[config.mk]
export PLATFORM = sky130hd
export DESIGN_NAME = i2s_sound_tester
export DESIGN_NICKNAME = d
export VERILOG_FILES = /design/src/rtl/i2s_sound_tester.sv
export SDC_FILE = /design/constraint.sdc
export NUM_CORES = 1
export LEC_CHECK = 0
export CORE_ASPECT_RATIO = 1.5
export CORE_MARGIN = 2
export CORE_UTILIZATION = 51
export DETAILED_ROUTE_END_ITERATION = 10
export PLACE_DENSITY = 0.75
export SETUP_SLACK_MARGIN = 0.02
export SLEW_MARGIN = 30
export SYNTH_ARGS = -nofsm -noshare
export SYNTH_HDL_FRONTEND = slang
export SYNTH_SLANG_ARGS = --single-unit
[constraint.sdc]
create_clock -name input_clk -period 2.1 [get_ports input_clk]
set_clock_uncertainty 0.15 [all_clocks]
set_input_delay 0.21 -clock input_clk [delete_from_list [all_inputs] [get_ports input_clk]]
set_output_delay 0.21 -clock input_clk [all_outputs]
set_load 0.01 [all_outputs]
[src/rtl/i2s_sound_tester.sv]
// I2S test-tone source: derives bit/word clocks from a 256*fs input clock and
// serialises a square-wave tone as Philips I2S frames, plus probe copies and heartbeat LEDs.
module i2s_sound_tester #(
  parameter logic signed [15:0] SAMPLE_HI           = 16'sh2000,
  parameter logic signed [15:0] SAMPLE_LO           = 16'shE000,
  parameter int                 HALF_PERIOD_SAMPLES = 24,
  parameter int                 LED_HALF_FRAMES     = 24000
) (
  input  logic       input_clk,
  input  logic       reset,
  output logic       serial_clk,
  output logic       dac_mclk,
  output logic       word_select,
  output logic       sound_bit_out,
  output logic       serial_clk_analyzer,
  output logic       input_clk_analyzer,
  output logic       test_LED,
  output logic       test_LED_R,
  output logic       test_LED_G,
  output logic       test_LED_B,
  output logic [5:0] bit_counter
);

  localparam int IDX_MAX = 2 * HALF_PERIOD_SAMPLES - 1;
  localparam int IW      = (IDX_MAX > 0) ? $clog2(IDX_MAX + 1) : 1;
  localparam int FW      = (LED_HALF_FRAMES > 1) ? $clog2(LED_HALF_FRAMES) : 1;

  logic [1:0]    div_q, div_d;
  logic [5:0]    bit_q, bit_d;
  logic          ws_q, ws_d;
  logic          sd_q, sd_d;
  logic [15:0]   sample_q, sample_d;
  logic [IW-1:0] idx_q, idx_d;
  logic [FW-1:0] frame_q, frame_d;
  logic          led_q, led_d;
  logic [2:0]    rgb_q, rgb_d;

  logic          sce;
  logic [5:0]    bit_inc;
  logic [4:0]    pos;

  always_comb begin
    sce      = (div_q == 2'd3);
    bit_inc  = bit_q + 6'd1;
    // Data trails word_select by one slot, so slot 1 carries the MSB.
    pos      = bit_inc[4:0] - 5'd1;
    div_d    = div_q + 2'd1;
    bit_d    = bit_q;
    ws_d     = ws_q;
    sd_d     = sd_q;
    sample_d = sample_q;
    idx_d    = idx_q;
    frame_d  = frame_q;
    led_d    = led_q;
    rgb_d    = rgb_q;
    if (sce) begin
      bit_d = bit_inc;
      ws_d  = bit_inc[5];
      sd_d  = pos[4] ? 1'b0 : sample_q[4'd15 - pos[3:0]];
      if (bit_inc == 6'd0) begin
        idx_d    = (idx_q == IW'(IDX_MAX)) ? '0 : idx_q + IW'(1);
        sample_d = (idx_d < IW'(HALF_PERIOD_SAMPLES)) ? SAMPLE_HI : SAMPLE_LO;
        if (frame_q == FW'(LED_HALF_FRAMES - 1)) begin
          frame_d = '0;
          led_d   = ~led_q;
          if (!led_q) begin
            rgb_d = rgb_q + 3'd1;
          end
        end else begin
          frame_d = frame_q + FW'(1);
        end
      end
    end
  end

  always_ff @(posedge input_clk or posedge reset) begin
    if (reset) begin
      div_q    <= '0;
      bit_q    <= '0;
      ws_q     <= 1'b0;
      sd_q     <= 1'b0;
      sample_q <= SAMPLE_HI;
      idx_q    <= '0;
      frame_q  <= '0;
      led_q    <= 1'b0;
      rgb_q    <= '0;
    end else begin
      div_q    <= div_d;
      bit_q    <= bit_d;
      ws_q     <= ws_d;
      sd_q     <= sd_d;
      sample_q <= sample_d;
      idx_q    <= idx_d;
      frame_q  <= frame_d;
      led_q    <= led_d;
      rgb_q    <= rgb_d;
    end
  end

  assign serial_clk          = div_q[1];
  assign serial_clk_analyzer = div_q[1];
  assign dac_mclk            = input_clk;
  assign input_clk_analyzer  = input_clk;
  assign word_select         = ws_q;
  assign sound_bit_out       = sd_q;
  assign bit_counter         = bit_q;
  assign test_LED            = led_q;
  assign test_LED_R          = rgb_q[2];
  assign test_LED_G          = rgb_q[1];
  assign test_LED_B          = rgb_q[0];

endmodule

Word-level counts from Yosys, hierarchy flattened

Cells that the tools add are included.

Word-level logic and storage cells: 32
Register bits: 51
Bits of input ports: 2

Bitwise operators: 1
Muxes and demuxes: 6
Equality and inequality tests: 3
Order comparisons: 2
$add $sub $neg: 7
Reduce and logical (&&, ||, !) cells: 4

Operator list:

| cell                                                | number |
|---|---|
| two-way mux 16 bit                                  | 1 |
| adder 15 x 1 -> 15 bit (second input constant)      | 1 |
| == test 15 bit (second input constant)              | 1 |
| two-way mux 15 bit                                  | 1 |
| adder 6 x 1 -> 6 bit (second input constant)        | 2 |
| == test 6 bit (second input constant)               | 1 |
| logical NOT 6 bit                                   | 1 |
| < comparator 6 x 5 -> 1 bit (second input constant) | 1 |
| two-way mux 6 bit                                   | 1 |
| < comparator 4 x 5 -> 1 bit (second input constant) | 1 |
| subtractor 5 x 1 -> 5 bit (second input constant)   | 1 |
| binary-select mux 1 bit (select 4 bit)              | 1 |
| AND reduction 4 bit                                 | 1 |
| subtractor 4 bit (first input constant)             | 1 |
| adder 3 x 1 -> 3 bit (second input constant)        | 1 |
| AND reduction 3 bit                                 | 1 |
| adder 2 x 1 -> 2 bit (second input constant)        | 1 |
| == test 2 bit (second input constant)               | 1 |
| two-way mux 1 bit                                   | 2 |
| AND reduction 2 bit                                 | 1 |
| inverter 1 bit                                      | 1 |

Longest topological paths before layout

Gate-level depths: netlist (run 1).

Depth after elaboration: 6
Mapped depth: 8

==> results of run 1 <==
-- power by group through the flow --
stage | logic, uW | clock network, uW | registers (uW)
after CTS | 19.0 | 909 | 673
after global routing | 21.2 | 947 | 673
after floorplan | 9.93 | 78.5 | 687
after global placement | 18.2 | 96.9 | 687
after detailed placement | 18.9 | 96.9 | 687
final | 17.9 | 882 | 673
-- cells by family (layout without fill, tap and decap cells) --
group                    after synthesis  in the layout
buffers and inverters                 19             64
flip-flops                            35             35
adder cells (fa/ha/maj)                5              5
AO/OA/AOI/OAI                         38             38
XOR/XNOR                              14             14
multiplexers                           3              3
AND/OR/NAND/NOR                       80             81
-- sequential cells by signal, summed over array words and instances, names as in the netlist --
signal         cells
frame_q           15
bit_counter        6
idx_q              6
rgb_q              3
div_q              2
sample_q           1
sound_bit_out      1
test_LED           1
-- what timing repair did --
item | CTS | global route
resized for setup | 4 | 4
cloned | 0 | 1
endpoints found under the setup margin | 10 | 13
pin swaps | 0 | 5
setup buffers | 0 | 2
-- synth_stat cells (all sizes together) (3+ instances only) --
| cell type | instances | area share, % |
|---|---|---|
| o31ai | 4 | 1.6 |
| a31oi | 4 | 1.3 |
| nand2b | 4 | 1.3 |
| buf | 8 | 3.6 |
| a21oi | 3 | 0.79 |
| xor2 | 5 | 2.3 |
| nor3 | 4 | 2.2 |
| o21ai | 18 | 4.7 |
| clkbuf | 5 | 0.98 |
| xnor2 | 9 | 4.1 |
| ha | 5 | 3.3 |
| nand2 | 22 | 4.3 |
| inv | 6 | 1.2 |
| and3 | 3 | 0.98 |
| nand3 | 13 | 3.4 |
| nor2 | 12 | 2.4 |
| nand4 | 8 | 2.6 |
| dfrtp | 35 | 46 |
-- critical path: stages, from the launching register on --
cell,delay (ps)
sky130_fd_sc_hd__dfrtp_2,430
sky130_fd_sc_hd__a2111oi_4,370
sky130_fd_sc_hd__a31oi_2,90
sky130_fd_sc_hd__or2_2,390
sky130_fd_sc_hd__buf_4,170
sky130_fd_sc_hd__o21ai_0,170
sky130_fd_sc_hd__o41ai_1,110
-- layout by cell type, fill, tap and decap left out, drive strengths merged, types with 3 or more instances in the layout --
cell | netlist | routed
xor2 | 5 | 5
a31oi | 4 | 4
nor3 | 4 | 4
clkdlybuf4s50 | 0 | 15
dfrtp | 35 | 35
buf | 8 | 29
nor2 | 12 | 12
a21oi | 3 | 3
ha | 5 | 5
nand3 | 13 | 13
inv | 6 | 6
nand2b | 4 | 4
o21ai | 18 | 18
clkbuf | 5 | 9
and3 | 3 | 3
o31ai | 4 | 4
nand2 | 22 | 22
xnor2 | 9 | 9
nand4 | 8 | 8
-- layer usage --
layer | share of wire, % | GRT usage (%) | up-vias
li1 | - | - | 780
met1 | 40 | 27.4 | 792
met2 | 56 | 43.3 | 45
met5 | 0 | 0 | -
met3 | 3.0 | 4.89 | 8
met4 | 1.3 | 12.3 | 0
-- path summary, 6_finish.rpt --
| check | start | endpoint | cells after the start | slack (ps) |
|---|---|---|---|---|
| max | bit_counter[0] | frame_q[12] | 6 | 80 |
| min | reset | sample_q[14] | 3 | 6 |
| max reg2reg | bit_counter[0] | frame_q[12] | 6 | 80 |
| min reg2reg | div_q[0] | div_q[0] | 1 | 290 |
| max in group asynchronous | reset | bit_counter[0] | 3 | 1560 |
| min in group input_clk | div_q[0] | div_q[0] | 1 | 290 |
-- layout make-up --
type,count,area (um^2)
Sequential cell,35,878
Fill cell,308,1190
Timing Repair Buffer,44,368
Clock inverter,3,43.8
Multi-Input combinational cell,141,946
Inverter,6,22.5
Tap cell,43,53.8
Clock buffer,11,141
-- stage by stage --
step	cell area [um^2]	hold WS, ps
2_1_floorplan	1920	152
3_3_place_gp	2250	260
3_5_place_dp	2250	280
4_1_cts	2420	7.91
5_1_grt	2450	41.2
6_report	2450	5.56
==> results.cfg, run 1 <==
[finish]
design.final.nets = 246
n_antenna_cell = 0
final_layout_size_suffix_gt1_share_pct = 23.3
layout-area-overhead-vs-synth_pct = 28.3
finish.utilization_pct = 67.2
layoutNonFillerInstCount = 283

[critical_path]
crit_path_start_kind = flip-flop
cp_data_required_time_ps = 2210
cp.arrival_ps = 2130
path_class = flip-flop to flip-flop
worstSetupEndpointType = flip-flop
worst-path-max-fanout = 6

[timing]
final-setup-viol-count = 0
setup_tns_ps = 0
worst_slew_pin_slew_ps = 343
max_slew_margin_pct = 76.8
finalCritPeriodShare_pct = 96.2
final-max-slew-violation-count = 0
rsz0062_at_grt = true
fmax_ghz = 0.495
period_needed_ps = 2020
final_hold_violation_count = 0
worst_slack_ps = 79.1

[placement]
dp_hpwl_mm = 3.22
routability_driven_placement_congestion_ratio = 0.889
port-buffer-count = 17
place_worst_setup_slack_ps = -52.5
dpl.cell_count = 268

[run_status]
status = completed

[routing]
drt-total-wl_mm = 4.44
via_count = 1625
route.detailed.wl_per_inst_um = 15.7
drc = 0
postRouteAntennaNets = 0
routed_via_density = 5.74
firstDrtPassIters = 5
initialDrtViolationCount = 48

[power]
power_uw = 1570
p_seq_share_pct = 42.8
ir_worst_vdd_v = 0.000727
power_density_mw_per_mm2 = 641
power.switching_fraction_pct = 21.8
power.net_switching_uw = 343
internal_power_uw = 1230
combPwrFrac_pct = 1.1
power_frac_clock_pct = 56.1
leakage_uw = 0.00110

[clock_tree]
tritoncts_clock_tree = yes
worst_skew_pair.late_latency_ps = 400
clkTransAtPathRegs_ps = 80
cts_hold_repair.buffers = 0

[synthesis]
synth-compound-area-share_pct = 13.4
synth.cell_area_mm2 = 0.00191
yosys-mux-area-fraction_pct = 1.70
mappedNetlistNets = 201
synth_seq_cells = 35
synthFlopType = sky130_fd_sc_hd__dfrtp_1
avgSynthCellArea_um2 = 9.85
synth_simple_gate_area_share_pct = 23.6
seq_area_frac_synth_pct = 45.8
yosys.cell_types.count = 41
synth_enable_flop_cells = 0
synth-adder-area-share_pct = 3.27
ys.warnings.count = 0
synth-xor-area-share_pct = 6.41
syn-instance-count = 194
ys_async_sr_fraction_pct = 100
dominant_combinational_cell_family_by_area_after_synthesis = simple AND/OR/NAND/NOR gates

[flow_run]
max-cap-violations = 0

[floorplanning]
core_area_mm2 = 0.00365
ioPinCount = 18
die-height_um = 79.0
die_x_um = 54.0
fp-row-count = 27
initial_core_util_pct = 52.4
floorplan.die_area_mm2 = 0.00426

[grt]
global_route.usage.total_pct = 24.8
antenna_found_initial = 0
grt_pass1_vias = 1733
grt_first_pass_wirelength_mm = 7.64
maximum_number_of_pins_on_one_net_before_global_route_repair = 19
residual_overflow_from_global_routing = 0

[min_path]
worst_hold_path_type = input pin to async pin
No activity file was read; power rests on OpenSTA's default activity.
==> inputs of run 2 (changes only) <==
CORE_MARGIN = 5   (was 2)
HOLD_SLACK_MARGIN = 0.15   (was unset)
==> run 2 against run 1 <==
Net effect: critical path depth fell by 1; cell area rose by 0.56%; worst hold slack improved by 280 ps; sequential power barely moved; maximum frequency fell by 1.6%; cell count rose by 0.35%; die area rose by 20%; via count rose by 0.86%; largest power group unchanged.
==> results.cfg, run 2 (same netlist as run 1, synthesis figures left out) <==
[finish]
largest_register_ffs = 15
layout.area.seq_um2 = 877
mostFrequentLayoutCell = sky130_fd_sc_hd__dfrtp_1
multiInputGateArea_um2 = 946
registers.top_by_ff_count = frame_q
design.final.nets = 247
design_area_mm2 = 0.00247
final_layout_size_suffix_gt1_share_pct = 22.8
mostFrequentLayoutCells = sky130_fd_sc_hd__dfrtp_1, sky130_fd_sc_hd__buf_4, sky130_fd_sc_hd__nand2_1, sky130_fd_sc_hd__o21ai_0, sky130_fd_sc_hd__clkdlybuf4s50_1
n_antenna_cell = 0
layout-area-overhead-vs-synth_pct = 29.1
num-fill-cells = 298

[floorplanning]
floorplan.die_area_mm2 = 0.00510
die_x_um = 60.0
core_area_mm2 = 0.00365
die-height_um = 85.0
initial_core_util_pct = 52.4
fp-row-count = 27
ioPinCount = 18

[timing]
final-max-slew-violation-count = 0
worst_slew_pin_slew_ps = 449
period_needed_ps = 2050
final_hold_violation_count = 0
setup_tns_ps = 0
max_slew_margin_pct = 70.0
finalCritPeriodShare_pct = 97.8
fmax_ghz = 0.487
final-setup-viol-count = 0

[routing]
routed_via_density = 5.77
initialDrtViolationCount = 47
via_count = 1639
postRouteAntennaNets = 0
firstDrtPassIters = 4
route.detailed.wl_per_inst_um = 15.9
drt-total-wl_mm = 4.51
drc = 0

[power]
ir_worst_vdd_v = 0.000631
power_density_mw_per_mm2 = 646
leakage_uw = 0.00111
power_uw = 1590

[grt]
antenna_found_initial = 0
global_route.usage.total_pct = 19.7
maximum_number_of_pins_on_one_net_before_global_route_repair = 36
grt_first_pass_wirelength_mm = 7.58
residual_overflow_from_global_routing = 0
grt_pass1_vias = 1738

[flow_run]
max-cap-violations = 0

[critical_path]
crit_buf_inv = 0
timing.critical_path.max_delay_family = simple AND/OR/NAND/NOR gates
worst-path-max-fanout = 7
slowest_delay_ps = 440
cp.arrival_ps = 2190
cp_data_required_time_ps = 2240
worstSetupEndpointType = flip-flop
timing.critical_path.slowest_stage_cell = sky130_fd_sc_hd__dfrtp_2
crit_path_start_kind = flip-flop
critical_path_cell_by_cell = a2111oi_4 > a31oi_2 > or2_4 > nor3_4 > mux2_2
path_class = flip-flop to flip-flop

[run_status]
status = completed

[placement]
routability_driven_placement_congestion_ratio = 0.855
port-buffer-count = 17
dp_hpwl_mm = 3.09
placed_cell_area_mm2 = 0.00224

[clock_tree]
clkTransAtPathRegs_ps = 80
worst_skew_pair.late_latency_ps = 400
tritoncts_clock_tree = yes

[min_path]
worst_hold_path_type = flip-flop to flip-flop
-- run 2: cell types whose count changed in the layout (fill, tap and decap cells not counted), sizes merged --
cell / change
clkinv: -1
dlygate4sd3: +1
inv: +1
-- run 2: cell type report --
class | count | area share [%]
multi-input combinational | 141 | 38.3
clock inverter | 3 | 1.93
clock buffer | 11 | 5.73
timing repair buffer | 45 | 15.4
sequential | 35 | 35.5
tap | 43 | 2.18
inverter | 6 | 0.913
-- run 2: metal layers --
layer | wire [um] | track usage [%]
met1 | 1760 | 20.9
met4 | 108 | 13.1
met5 | 0 | 0
met2 | 2470 | 33.0
met3 | 168 | 5.18
-- run 2: path summary, 6_finish.rpt --
check	startpoint	to	slack, ps	cells past startpoint
worst max register to register	bit_counter[0]	rgb_q[1]	50	5
max in group asynchronous	reset	bit_counter[0]	840	4
min in group asynchronous	reset	idx_q[3]	620	4
worst min register to register	div_q[0]	div_q[0]	280	1
worst max-delay path	bit_counter[0]	rgb_q[1]	50	5
worst min-delay path	div_q[0]	div_q[0]	280	1
-- run 2: per-stage QoR --
stage	hold slack [ps]	setup WS, ps	utilization [%]	instances
after floorplan	152	-3.20	-	194
after global placement	262	-14.0	61.4	266
after detailed placement	273	-68.6	61.4	266
after CTS	284	23.6	66.4	279
after global routing	310	-4.44	67.6	284
final	281	45.4	67.6	284
-- run 2: power by group --
group | internal, uW | switching (uW) | total (uW)
combinational | 4.18 | 13.4 | 17.5
clock | 559 | 344 | 903
sequential | 673 | 0 | 673
total | 1240 | 357 | 1590
-- run 2: repair_timing --
action,4_1_cts,5_1_grt
resized for setup,4,5
pin swaps,0,3
endpoints found under the hold margin,35,0
setup endpoints to repair,10,5
hold buffers,1,0
gates cloned,0,2
setup buffers,0,3
